--- src/rtl/hazard_ctl.sv ---
// rtl/hazard_ctl.sv - stall/flush sequencer for the 5-stage MIPS pipeline
//
// Purpose:
//   Central hazard controller. It detects load-use hazards between ID and EX,
//   squashes wrong-path instructions when a branch or jump resolves taken in
//   EX, and freezes the front of the pipeline while a multi-cycle
//   multiply/divide occupies EX. It also keeps saturating counters of stall
//   cycles and flush cycles.
//
// Ports:
//   clk, rst        clock; synchronous active-high reset
//   id_rs, id_rt    source register fields of the instruction in ID
//   id_uses_rs/rt   ID instruction actually reads rs / rt
//   ex_dst          destination register of the instruction in EX
//   ex_rfwr         EX instruction writes the register file
//   ex_dmrd         EX instruction is a load
//   ex_br_taken     branch in EX resolved taken
//   ex_jump         jump in EX
//   ex_md_start     EX instruction is MULT/DIV
//   ex_md_div       qualifies ex_md_start: 1=divide, 0=multiply
//   cnt_clr         synchronous clear of both performance counters
//   pc_stall        hold PC
//   ifid_stall      hold IF/ID
//   ifid_flush      zero IF/ID (insert nop)
//   idex_flush      load nop into ID/EX
//   ex_hold         hold ID/EX contents (drives EX_Bubble)
//   exmem_bubble    load nop into EX/MEM
//   md_busy         multi-cycle op occupying EX
//   md_done         one-cycle pulse: MD op leaves EX this cycle
//   stall_cycles    saturating count of cycles with pc_stall=1
//   flush_cnt       saturating count of cycles with ifid_flush=1

module hazard_ctl #(
   parameter int MUL_LAT = 4,
   parameter int DIV_LAT = 32,
   parameter int CNT_W   = 16
) (
   input  logic             clk,
   input  logic             rst,
   input  logic [4:0]       id_rs,
   input  logic [4:0]       id_rt,
   input  logic             id_uses_rs,
   input  logic             id_uses_rt,
   input  logic [4:0]       ex_dst,
   input  logic             ex_rfwr,
   input  logic             ex_dmrd,
   input  logic             ex_br_taken,
   input  logic             ex_jump,
   input  logic             ex_md_start,
   input  logic             ex_md_div,
   input  logic             cnt_clr,
   output logic             pc_stall,
   output logic             ifid_stall,
   output logic             ifid_flush,
   output logic             idex_flush,
   output logic             ex_hold,
   output logic             exmem_bubble,
   output logic             md_busy,
   output logic             md_done,
   output logic [CNT_W-1:0] stall_cycles,
   output logic [CNT_W-1:0] flush_cnt
);

   typedef enum logic {
      RUN     = 1'b0,
      MD_BUSY = 1'b1
   } state_t;

   // The entry cycle is itself a stall cycle, so the busy countdown starts
   // at LAT-1; the cycle where md_cnt reaches 0 is the done cycle.
   localparam logic [5:0] MUL_LOAD = 6'(MUL_LAT - 1);
   localparam logic [5:0] DIV_LOAD = 6'(DIV_LAT - 1);
   localparam logic [CNT_W-1:0] CNT_ONE = CNT_W'(1);

   state_t     state;
   state_t     state_nxt;
   logic [5:0] md_cnt;
   logic [5:0] md_cnt_nxt;

   logic       rs_hit;
   logic       rt_hit;
   logic       load_use;
   logic       redirect;

   // $0 is hard-wired, so a load "to" $0 never creates a dependency.
   assign rs_hit   = id_uses_rs && (id_rs == ex_dst);
   assign rt_hit   = id_uses_rt && (id_rt == ex_dst);
   assign load_use = ex_dmrd && ex_rfwr && (ex_dst != 5'd0) && (rs_hit || rt_hit);
   assign redirect = ex_br_taken || ex_jump;

   always_ff @(posedge clk) begin
      if (rst) begin
         state  <= RUN;
         md_cnt <= 6'd0;
      end else begin
         state  <= state_nxt;
         md_cnt <= md_cnt_nxt;
      end
   end

   always_comb begin
      state_nxt    = state;
      md_cnt_nxt   = md_cnt;
      pc_stall     = 1'b0;
      ifid_stall   = 1'b0;
      ifid_flush   = 1'b0;
      idex_flush   = 1'b0;
      ex_hold      = 1'b0;
      exmem_bubble = 1'b0;
      md_busy      = 1'b0;
      md_done      = 1'b0;

      case (state)
         RUN: begin
            if (redirect) begin
               // Wrong-path instructions in IF and ID are squashed; whatever
               // else the EX instruction asks for belongs to a dead path.
               ifid_flush = 1'b1;
               idex_flush = 1'b1;
            end else if (ex_md_start) begin
               pc_stall     = 1'b1;
               ifid_stall   = 1'b1;
               ex_hold      = 1'b1;
               exmem_bubble = 1'b1;
               md_busy      = 1'b1;
               state_nxt    = MD_BUSY;
               md_cnt_nxt   = ex_md_div ? DIV_LOAD : MUL_LOAD;
            end else if (load_use) begin
               // The load moves on to MEM while a nop enters EX, so this
               // condition is gone on the next cycle.
               pc_stall   = 1'b1;
               ifid_stall = 1'b1;
               idex_flush = 1'b1;
            end
         end

         MD_BUSY: begin
            // Redirects and load-use are not looked at here: the pipeline
            // behind EX is frozen, and the done cycle returns straight to
            // RUN without re-sampling ex_md_start.
            if (md_cnt != 6'd0) begin
               pc_stall     = 1'b1;
               ifid_stall   = 1'b1;
               ex_hold      = 1'b1;
               exmem_bubble = 1'b1;
               md_busy      = 1'b1;
               md_cnt_nxt   = md_cnt - 6'd1;
            end else begin
               md_done   = 1'b1;
               state_nxt = RUN;
            end
         end

         default: begin
            state_nxt  = RUN;
            md_cnt_nxt = 6'd0;
         end
      endcase

      if (rst) begin
         pc_stall     = 1'b0;
         ifid_stall   = 1'b0;
         ifid_flush   = 1'b0;
         idex_flush   = 1'b0;
         ex_hold      = 1'b0;
         exmem_bubble = 1'b0;
         md_busy      = 1'b0;
         md_done      = 1'b0;
      end
   end

   always_ff @(posedge clk) begin
      if (rst || cnt_clr) begin
         stall_cycles <= '0;
      end else if (pc_stall && (stall_cycles != '1)) begin
         stall_cycles <= stall_cycles + CNT_ONE;
      end
   end

   always_ff @(posedge clk) begin
      if (rst || cnt_clr) begin
         flush_cnt <= '0;
      end else if (ifid_flush && (flush_cnt != '1)) begin
         flush_cnt <= flush_cnt + CNT_ONE;
      end
   end

endmodule

--- config.mk ---
export PLATFORM = sky130hd
export DESIGN_NAME = hazard_ctl
export DESIGN_NICKNAME = d
export VERILOG_FILES = /design/src/rtl/hazard_ctl.sv
export SDC_FILE = /design/constraint.sdc
export NUM_CORES = 1
export LEC_CHECK = 0
export ABC_AREA = 1
export BUFFER_PORTS_ARGS = -buffer_cell sky130_fd_sc_hd__buf_2
export CAP_MARGIN = 30
export CELL_PAD_IN_SITES_DETAIL_PLACEMENT = 1
export CELL_PAD_IN_SITES_GLOBAL_PLACEMENT = 2
export CORE_UTILIZATION = 29
export DETAILED_ROUTE_END_ITERATION = 8
export PLACE_DENSITY = 0.93
export RECOVER_POWER = 25
export SKIP_LAST_GASP = 1
export SLEW_MARGIN = 25
export SYNTH_ARGS = -nofsm -noshare
export SYNTH_HDL_FRONTEND = slang
export SYNTH_SLANG_ARGS = --single-unit
--- constraint.sdc ---
create_clock -name clk -period 5.09 [get_ports clk]
set_clock_uncertainty 0.2 [all_clocks]
set_input_delay 0.7635 -clock clk [delete_from_list [all_inputs] [get_ports clk]]
set_output_delay 0.7635 -clock clk [all_outputs]
set_load 0.01 [all_outputs]
==> results.tsv, run 1 <==
metric	value	unit
synthFlopType	dfxtp_1	
maxCapViolCount	0	
seq_area_frac_synth	32.1	%
vias	2666	
n_antenna_cell	0	
vias_per_cell	4.84	
num_io_pins	66	
post-route-util	35.6	%
hpwl	5330	um
fill_cells	1106	
io_buffers	65	
status	finished, final reports clean	
hold_class	flip-flop to flip-flop	
clk_pin_slew	0.08	ns
synthesis.nets	414	
seqCellArea	781	um^2
fp.coreArea	0.00818	mm^2
ys_ff_latch	39	
max_freq	310	MHz
period_needed	3.22	ns
comb_power_share	13.9	%
rsz0062_at_grt	false	
clockBufferDepth	2	
antenna_found_initial	0	
grt_start_max_net_pins	20	
layout_commonest_cell	nand2_1	
grt-ovfl-total	0	
firstDrtPassIters	4	
fin_crit_sh	63.3	%
multiInputGateArea	0.00139	mm^2
internal_power	0.466	mW
numCtsBuffers	5	
synthToLayoutAreaGrowth	19.7	%
synth.distinct_cells	31	
rows	33	
pwr-share-seq	49.3	%
path_max_fanout	16	
crit_required	4.13	ns
yosys_warnings	0	
chipWidth	93.5	um
cp.arrival	2.26	ns
drc	0	
most-common-layout-cells	nand2_1, nor2_1, buf_2, inv_1, dfxtp_1	
root_buffer	clkbuf_8	
nNetsFinal	475	
p_leak	1.27	nW
hold_ws	0.300	ns
start_kind	flip-flop	
fin_tns_setup	0	ns
syn_avg_cell_area	6.32	um^2
cts_htree_levels	2	
dieArea	0.00874	mm^2
max-vdd-ir-drop	0.0000934	V
swShare	27.4	%
postCtsSetupRepairBufs	0	
slew_headroom	50.8	%
syn_inst	384	
grt_pass1_vias	2685	
maxSlewViolCount	0	
drt_first_iter_violations	96	
r2r_slack	2.73	ns
hold_viol	0	
clkPwrFrac	36.8	%
post_cts_resized	0	
wl	7050	um
worst_pin_slew	0.737	ns
drtAntennaViolNets	0	
worst_skew_pair.late_latency	0.29	ns
finalWeightedCongestion	0.769	
syn-cell-area	0.00243	mm^2
crit_type	flip-flop to output port	
synth_edf_count	0	
cts_tree	yes	
wire_per_inst	12.8	um
grtUsageTotal	17.1	%
worstSetupEndpointType	output port	
cts_hold_buf	0	
drive_gt1_share	14.8	%
grt_pass1_wl	12000	um
async_flop_share	0	%
start_util	29.7	%
setup_violations	0	
cts_sinks	39	
p_per_area	221	mW/mm^2
p_sw	0.176	mW
die_h	93.5	um
cell type report:
class                      count  share of cell area (%)
multi-input combinational    283                    47.9
sequential                    39                    26.9
timing repair buffer          66                    10.8
inverter                      50                    6.46
tap                          105                    4.52
clock buffer                   8                    3.44
cells by family (layout without fill, tap and decap cells):
family | after synthesis | after routing | share of synthesized area [%]
XOR/XNOR | 15 | 15 | 5.41
adder cells (fa/ha/maj) | 4 | 4 | 2.06
AO/OA/AOI/OAI | 48 | 48 | 10.5
AND/OR/NAND/NOR | 216 | 216 | 39.3
flip-flops | 39 | 39 | 32.1
buffers and inverters | 62 | 124 | 10.6
flip-flops by register name (all words and copies together), names as in the netlist:
name	cells
flush_cnt	16
md_cnt	6
stall_cycles	16
state	1
cell usage after synthesis (all sizes together) (2+ instances only):
| master | n | area, um^2 |
|---|---|---|
| nand2 | 106 | 400 |
| nor2 | 55 | 219 |
| inv | 49 | 184 |
| dfxtp | 39 | 781 |
| a21oi | 30 | 150 |
| nand4 | 23 | 150 |
| nand3 | 19 | 108 |
| o21ai | 12 | 60.1 |
| xor2 | 10 | 87.6 |
| buf | 8 | 53.8 |
| nor3 | 8 | 45.0 |
| xnor2 | 5 | 43.8 |
| clkbuf | 4 | 15.0 |
| ha | 4 | 50.1 |
| and3 | 3 | 18.8 |
| o21a | 2 | 15.0 |
power by group through the flow:
stage	Sequential [mW]	Clock, mW	Combinational [mW]
2_1_floorplan	0.322	0	0.0616
3_3_place_gp	0.324	0	0.0865
5_1_grt	0.318	0.260	0.102
3_5_place_dp	0.324	0	0.0905
4_1_cts	0.317	0.246	0.0909
6_report	0.317	0.237	0.0891
worst max-delay path: stages (launching register included):
cell and delay [ns]:
dfxtp_1 0.34, inv_1 0.08, ha_1 0.20, nand4_1 0.15, o21ai_0 0.12, nor2_2 0.59, a21boi_0 0.31, buf_2 0.18
worst paths after layout:
check                from         endpoint  depth (start not counted)
min reg2reg  flush_cnt[9]     flush_cnt[9]                          2
max             md_cnt[0]         pc_stall                          7
max reg2reg     md_cnt[0]  stall_cycles[1]                          9
min          flush_cnt[9]     flush_cnt[9]                          2
metrics by stage:
step / area, um^2 / setup WS, ns / std cells / power [mW]
finish: 2910 / 1.87 / 551 / 0.643
global route: 2910 / 1.60 / 551 / 0.681
CTS: 2920 / 1.80 / 551 / 0.655
detailed placement: 2820 / 1.86 / 543 / 0.415
global placement: 2820 / 1.91 / 543 / 0.410
floorplan: 2430 / 2.07 / 384 / 0.384
routing by layer:
layer | global-route usage (%) | vias to the layer above | wire length, um | part of all wire (%)
met5 | 0 | - | 0 | 0
met4 | 3.46 | 0 | 53 | 0.75
met3 | 3.82 | 5 | 342 | 4.9
met2 | 30.9 | 58 | 3380 | 48
met1 | 20.5 | 1249 | 3280 | 46
li1 | - | 1354 | - | -
No activity file was read; power rests on OpenSTA's default activity.
==> run 2, diff against run 1 <==
--- a/config.mk
+++ b/config.mk
@@ -5,14 +5,14 @@
 export SDC_FILE = /design/constraint.sdc
 export NUM_CORES = 1
 export LEC_CHECK = 0
-export ABC_AREA = 1
+export ABC_AREA = 0
 export BUFFER_PORTS_ARGS = -buffer_cell sky130_fd_sc_hd__buf_2
 export CAP_MARGIN = 30
 export CELL_PAD_IN_SITES_DETAIL_PLACEMENT = 1
 export CELL_PAD_IN_SITES_GLOBAL_PLACEMENT = 2
-export CORE_UTILIZATION = 29
+export CORE_UTILIZATION = 27
 export DETAILED_ROUTE_END_ITERATION = 8
-export PLACE_DENSITY = 0.93
+export PLACE_DENSITY = 0.85
 export RECOVER_POWER = 25
 export SKIP_LAST_GASP = 1
 export SLEW_MARGIN = 25
==> constraint.sdc (replaced) <==
create_clock -name clk -period 2.7 [get_ports clk]
set_clock_uncertainty 0.2 [all_clocks]
set_input_delay 0.405 -clock clk [delete_from_list [all_inputs] [get_ports clk]]
set_output_delay 0.405 -clock clk [all_outputs]
set_load 0.01 [all_outputs]
==> run 2 against run 1 <==
Cell count is 23% lower. Sequential cell count unchanged. Clock-buffer cell count did not move. Die area fell by 2.0%. Worst setup slack worse by 1.7 ns. Core utilization down 1.1 points. Largest cell class unchanged.
==> results.tsv, run 2 <==
metric	value	unit
synthesis.nets	288	
ys_ff_latch	39	
cts_htree_levels	2	
maxSlewViolCount	0	
grtUsageTotal	15.1	%
max-vdd-ir-drop	0.000212	V
p_leak	0.956	nW
drt_first_iter_violations	47	
min_from	cnt_clr	
seq_area_frac_synth	35.2	%
vias	2129	
clk_pin_slew	0.07	ns
setup_violations	0	
post-route-util	34.4	%
min_path_cells	3	
syn_inst	258	
setup_ws	0.193	ns
synth_top_area_share	35.2	%
io_buffers	65	
yosys_warnings	0	
total_power	1.19	mW
nNetsFinal	354	
postCtsSetupRepairBufs	0	
synthFlopType	dfxtp_1	
layout_commonest_cell	buf_2	
cts_tree	yes	
r2r_end	stall_cycles[15]	
syn-cell-area	0.00222	mm^2
most-common-layout-cells	buf_2, dfxtp_1, nor2_1, nand2_1, a21oi_1	
r2r_slack	0.39	ns
crit_required	2.10	ns
synth_edf_count	0	
async_flop_share	0	%
cts_sinks	39	
grt_start_max_net_pins	30	
synth.distinct_cells	48	
numCtsBuffers	5	
hold_class	primary input to flip-flop	
worst_pin_slew	0.701	ns
period_needed	2.51	ns
synth_top_cell_by_area	dfxtp_1	
maxCapViolCount	0	
vias_per_cell	4.99	
reg2reg_from	md_cnt[0]	
n_antenna_cell	0	
grt_pass1_vias	2163	
synth_common_cells	dfxtp_1, nor2_1, nand2_1, a21oi_1, xnor2_1	
drc	0	
post-synth-top-count-cell	dfxtp_1	
slew_headroom	52.8	%
worstSetupEndpointType	output port	
clockBufferDepth	2	
finalWeightedCongestion	0.727	
grt-ovfl-total	0	
hold_end	stall_cycles[5]	
drive_gt1_share	22.8	%
rsz0062_at_grt	false	
synthToLayoutAreaGrowth	22.0	%
status	finished, final reports clean	
start_kind	flip-flop	
dieArea	0.00857	mm^2
cts_hold_buf	0	
cp.arrival	1.90	ns
post_cts_resized	0	
antenna_found_initial	0	
worst_skew_pair.late_latency	0.28	ns
num_io_pins	66	
wire_per_inst	14.3	um
die_h	92.6	um
grt_pass1_wl	10500	um
max_freq	399	MHz
p_per_area	439	mW/mm^2
firstDrtPassIters	4	
wl	6110	um
dp_slack	0.296	ns
hpwl	4660	um
largestRegisters	flush_cnt x16, stall_cycles x16, md_cnt x6	
fp.coreArea	0.00785	mm^2
root_buffer	clkbuf_8	
rows	32	
fin_crit_sh	92.8	%
start_util	28.2	%
hold_viol	0	
fin_tns_setup	0	ns
path_max_fanout	7	
crit_type	flip-flop to output port	
syn_avg_cell_area	8.59	um^2
drtAntennaViolNets	0	
rr_worst_depth	8	
ys_top_cells_by_area	dfxtp_1, xnor2_1, nor2_1	
chipWidth	92.6	um
==> run 2: stage by stage <==
| stage | instance area (um^2) | hold WS, ns | std cells |
|---|---|---|---|
| 3_3_place_gp | 2630 | 0.260 | 419 |
| 5_1_grt | 2700 | 0.230 | 427 |
| 4_1_cts | 2730 | 0.227 | 427 |
| 2_1_floorplan | 2220 | 0.226 | 258 |
| 3_5_place_dp | 2630 | 0.255 | 419 |
| 6_report | 2700 | 0.232 | 427 |
==> run 2: how the worst max path moves through the flow <==
| stage | start | end | slack (ns) | depth (start not counted) |
|---|---|---|---|---|
| after floorplan | ex_dst[1] | pc_stall | 0.33 | 6 |
| after global placement | ex_dst[1] | stall_cycles[12] | 0.30 | 8 |
| after detailed placement | ex_dst[2] | stall_cycles[12] | 0.30 | 8 |
| after CTS | md_cnt[0] | exmem_bubble | 0.14 | 6 |
| after global routing | md_cnt[0] | md_busy | 0.03 | 6 |
| final | md_cnt[0] | exmem_bubble | 0.19 | 6 |
==> run 2: cell families (layout without fill, tap and decap cells) <==
group,after synthesis,in the layout,synth area share (%)
AO/OA/AOI/OAI,52,52,16.8
XOR/XNOR,27,27,10.7
adder cells (fa/ha/maj),4,4,2.26
buffers and inverters,17,84,4.46
flip-flops,39,39,35.2
multiplexers,3,3,1.36
AND/OR/NAND/NOR,116,116,29.2
==> run 2: final cells by class <==
type                       instances  area [um^2]
multi-input combinational        202         1340
inverter                           7         26.3
clock buffer                       8          100
fill                             987         5140
timing repair buffer              69          332
tap                              102          128
sequential                        39          781
==> run 2: per-layer routing <==
layer	wire (um)	vias to the layer above	global-route usage, %
met5	0	-	0
met4	84	0	4.56
met3	211	6	2.63
met2	2900	40	25.7
met1	2910	1016	19.3
li1	-	1067	-
==> run 2: power breakdown <==
part	internal, mW	switching (mW)
registers	0.584	0.0115
clock network	0.233	0.201
logic	0.0689	0.0875
==> run 2: worst max-delay path, cell delays in order, from the launching register on <==
cell       delay, ns
dfxtp_1         0.32
inv_1           0.10
ha_1            0.18
nand4bb_2       0.17
o311ai_4        0.44
nor2_1          0.22
buf_2           0.19
==> run 3, diff against run 2 <==
--- a/config.mk
+++ b/config.mk
@@ -11,7 +11,9 @@
 export CELL_PAD_IN_SITES_DETAIL_PLACEMENT = 1
 export CELL_PAD_IN_SITES_GLOBAL_PLACEMENT = 2
 export CORE_UTILIZATION = 27
+export CTS_CLUSTER_DIAMETER = 40
 export DETAILED_ROUTE_END_ITERATION = 8
+export MAX_ROUTING_LAYER = met4
 export PLACE_DENSITY = 0.85
 export RECOVER_POWER = 25
 export SKIP_LAST_GASP = 1
==> run 3 against run 2 <==
Critical endpoint unchanged. First-iteration DRC count up 11%. Sequential power about the same. Design area unchanged. Highest routed layer unchanged. Cell count stayed put. Largest power group unchanged. Core utilization unchanged. Via count hardly changed. Non-clock buffer count is the same.
==> results.tsv, run 3 (synthesized netlist as in run 2, its figures left out) <==
metric	value	unit
status	finished, final reports clean	
grt_pass1_vias	2165	
layout_commonest_cell	buf_2	
fill_cells	987	
period_needed	2.50	ns
p_leak	0.956	nW
hold_viol	0	
cts_sinks	39	
setup_violations	0	
cts_hold_buf	0	
maxSlewViolCount	0	
num_io_pins	66	
postCtsSetupRepairBufs	0	
critical_path.cell_chain	inv_1 -> ha_1 -> nand4bb_2 -> o311ai_4 -> nor2_1 -> buf_2	
seqCellArea	781	um^2
rows	32	
rsz0062_at_grt	false	
drc	0	
critPathMaxStageDelay	0.44	ns
fp.coreArea	0.00785	mm^2
cp.arrival	1.90	ns
worstSetupEndpointType	output port	
postLayoutCellArea	0.00270	mm^2
firstDrtPassIters	4	
cts_htree_levels	2	
wl	6090	um
drtAntennaViolNets	0	
largestRegisters	flush_cnt x16, stall_cycles x16, md_cnt x6	
most-common-layout-cells	buf_2, dfxtp_1, nor2_1, nand2_1, a21oi_1	
hold_class	primary input to flip-flop	
chipWidth	92.6	um
finalWeightedCongestion	0.736	
worst_pin_slew	0.699	ns
worst_skew_pair.late_latency	0.28	ns
placed_cell_area	0.00263	mm^2
die_h	92.6	um
start_kind	flip-flop	
clockBufferDepth	2	
cp.buffers_inverters	2	
post_cts_resized	0	
clk_pin_slew	0.07	ns
total_power	1.18	mW
n_antenna_cell	0	
nNetsFinal	354	
multiInputGateArea	0.00134	mm^2
synthToLayoutAreaGrowth	22.0	%
p_per_area	438	mW/mm^2
drt_first_iter_violations	52	
vias_per_cell	4.99	
grtUsageTotal	15.5	%
hpwl	4660	um
grt_pass1_wl	10500	um
drive_gt1_share	22.8	%
maxCapViolCount	0	
dieArea	0.00857	mm^2
setup_ws	0.196	ns
cp_top_family	compound AO/OA/AOI/OAI gates	
crit_type	flip-flop to output port	
fin_tns_setup	0	ns
antenna_found_initial	0	
crit_required	2.10	ns
grt-ovfl-total	0	
cp_slowest_cell	o311ai_4	
placedCellCount	419	
numCtsBuffers	5	
cts_tree	yes	
max-vdd-ir-drop	0.000210	V
grt_start_max_net_pins	30	
path_max_fanout	7	
slew_headroom	52.9	%
start_util	28.2	%
max_freq	399	MHz
wire_per_inst	14.3	um
dp_slack	0.296	ns
root_buffer	clkbuf_8	
final_cells	427	
vias	2130	
io_buffers	65	
fin_crit_sh	92.7	%
run 3: cell counts in the layout (fill, tap and decap cells not counted):
Identical to the previous run, type by type.
run 3: layer usage:
layer	GRT usage, %	vias to the layer above	routed length, um
li1	-	1067	-
met1	19.3	1016	2870
met2	25.7	41	2910
met3	2.63	6	229
met4	4.56	0	82
met5	-	-	0
run 3: layout make-up:
cell class,count,area share [%]
multi-input combinational,202,49.4
sequential,39,28.9
timing repair buffer,69,12.3
tap,102,4.72
clock buffer,8,3.70
inverter,7,0.972
run 3: worst reg2reg max path, stage by stage (launching register included):
cell	delay [ns]
dfxtp_1	0.35
inv_1	0.08
ha_1	0.21
nand4bb_2	0.14
o311ai_4	0.16
nor4_1	0.40
a21oi_2	0.14
or4_1	0.42
a21oi_1	0.15
run 3: report_power, final:
part           switching (mW)  total [mW]  internal, mW
sequential             0.0113       0.595         0.584
combinational          0.0873       0.156        0.0689
clock                   0.200       0.433         0.233
total                   0.298        1.18         0.886
run 3: stage by stage:
step,hold WS (ns),util (%)
finish,0.234,34.4
global route,0.230,34.4
CTS,0.227,34.7
detailed placement,0.255,33.5
global placement,0.260,33.5
floorplan,0.226,-
run 3: path summary, 6_finish.rpt:
| kind | slack, ns | start | cells after the start | to |
|---|---|---|---|---|
| worst max-delay path | 0.20 | md_cnt[0] | 6 | exmem_bubble |
| worst max register to register | 0.39 | md_cnt[0] | 8 | stall_cycles[15] |
| worst min register to register | 0.28 | md_cnt[5] | 1 | md_cnt[5] |
| worst min-delay path | 0.23 | cnt_clr | 3 | stall_cycles[5] |
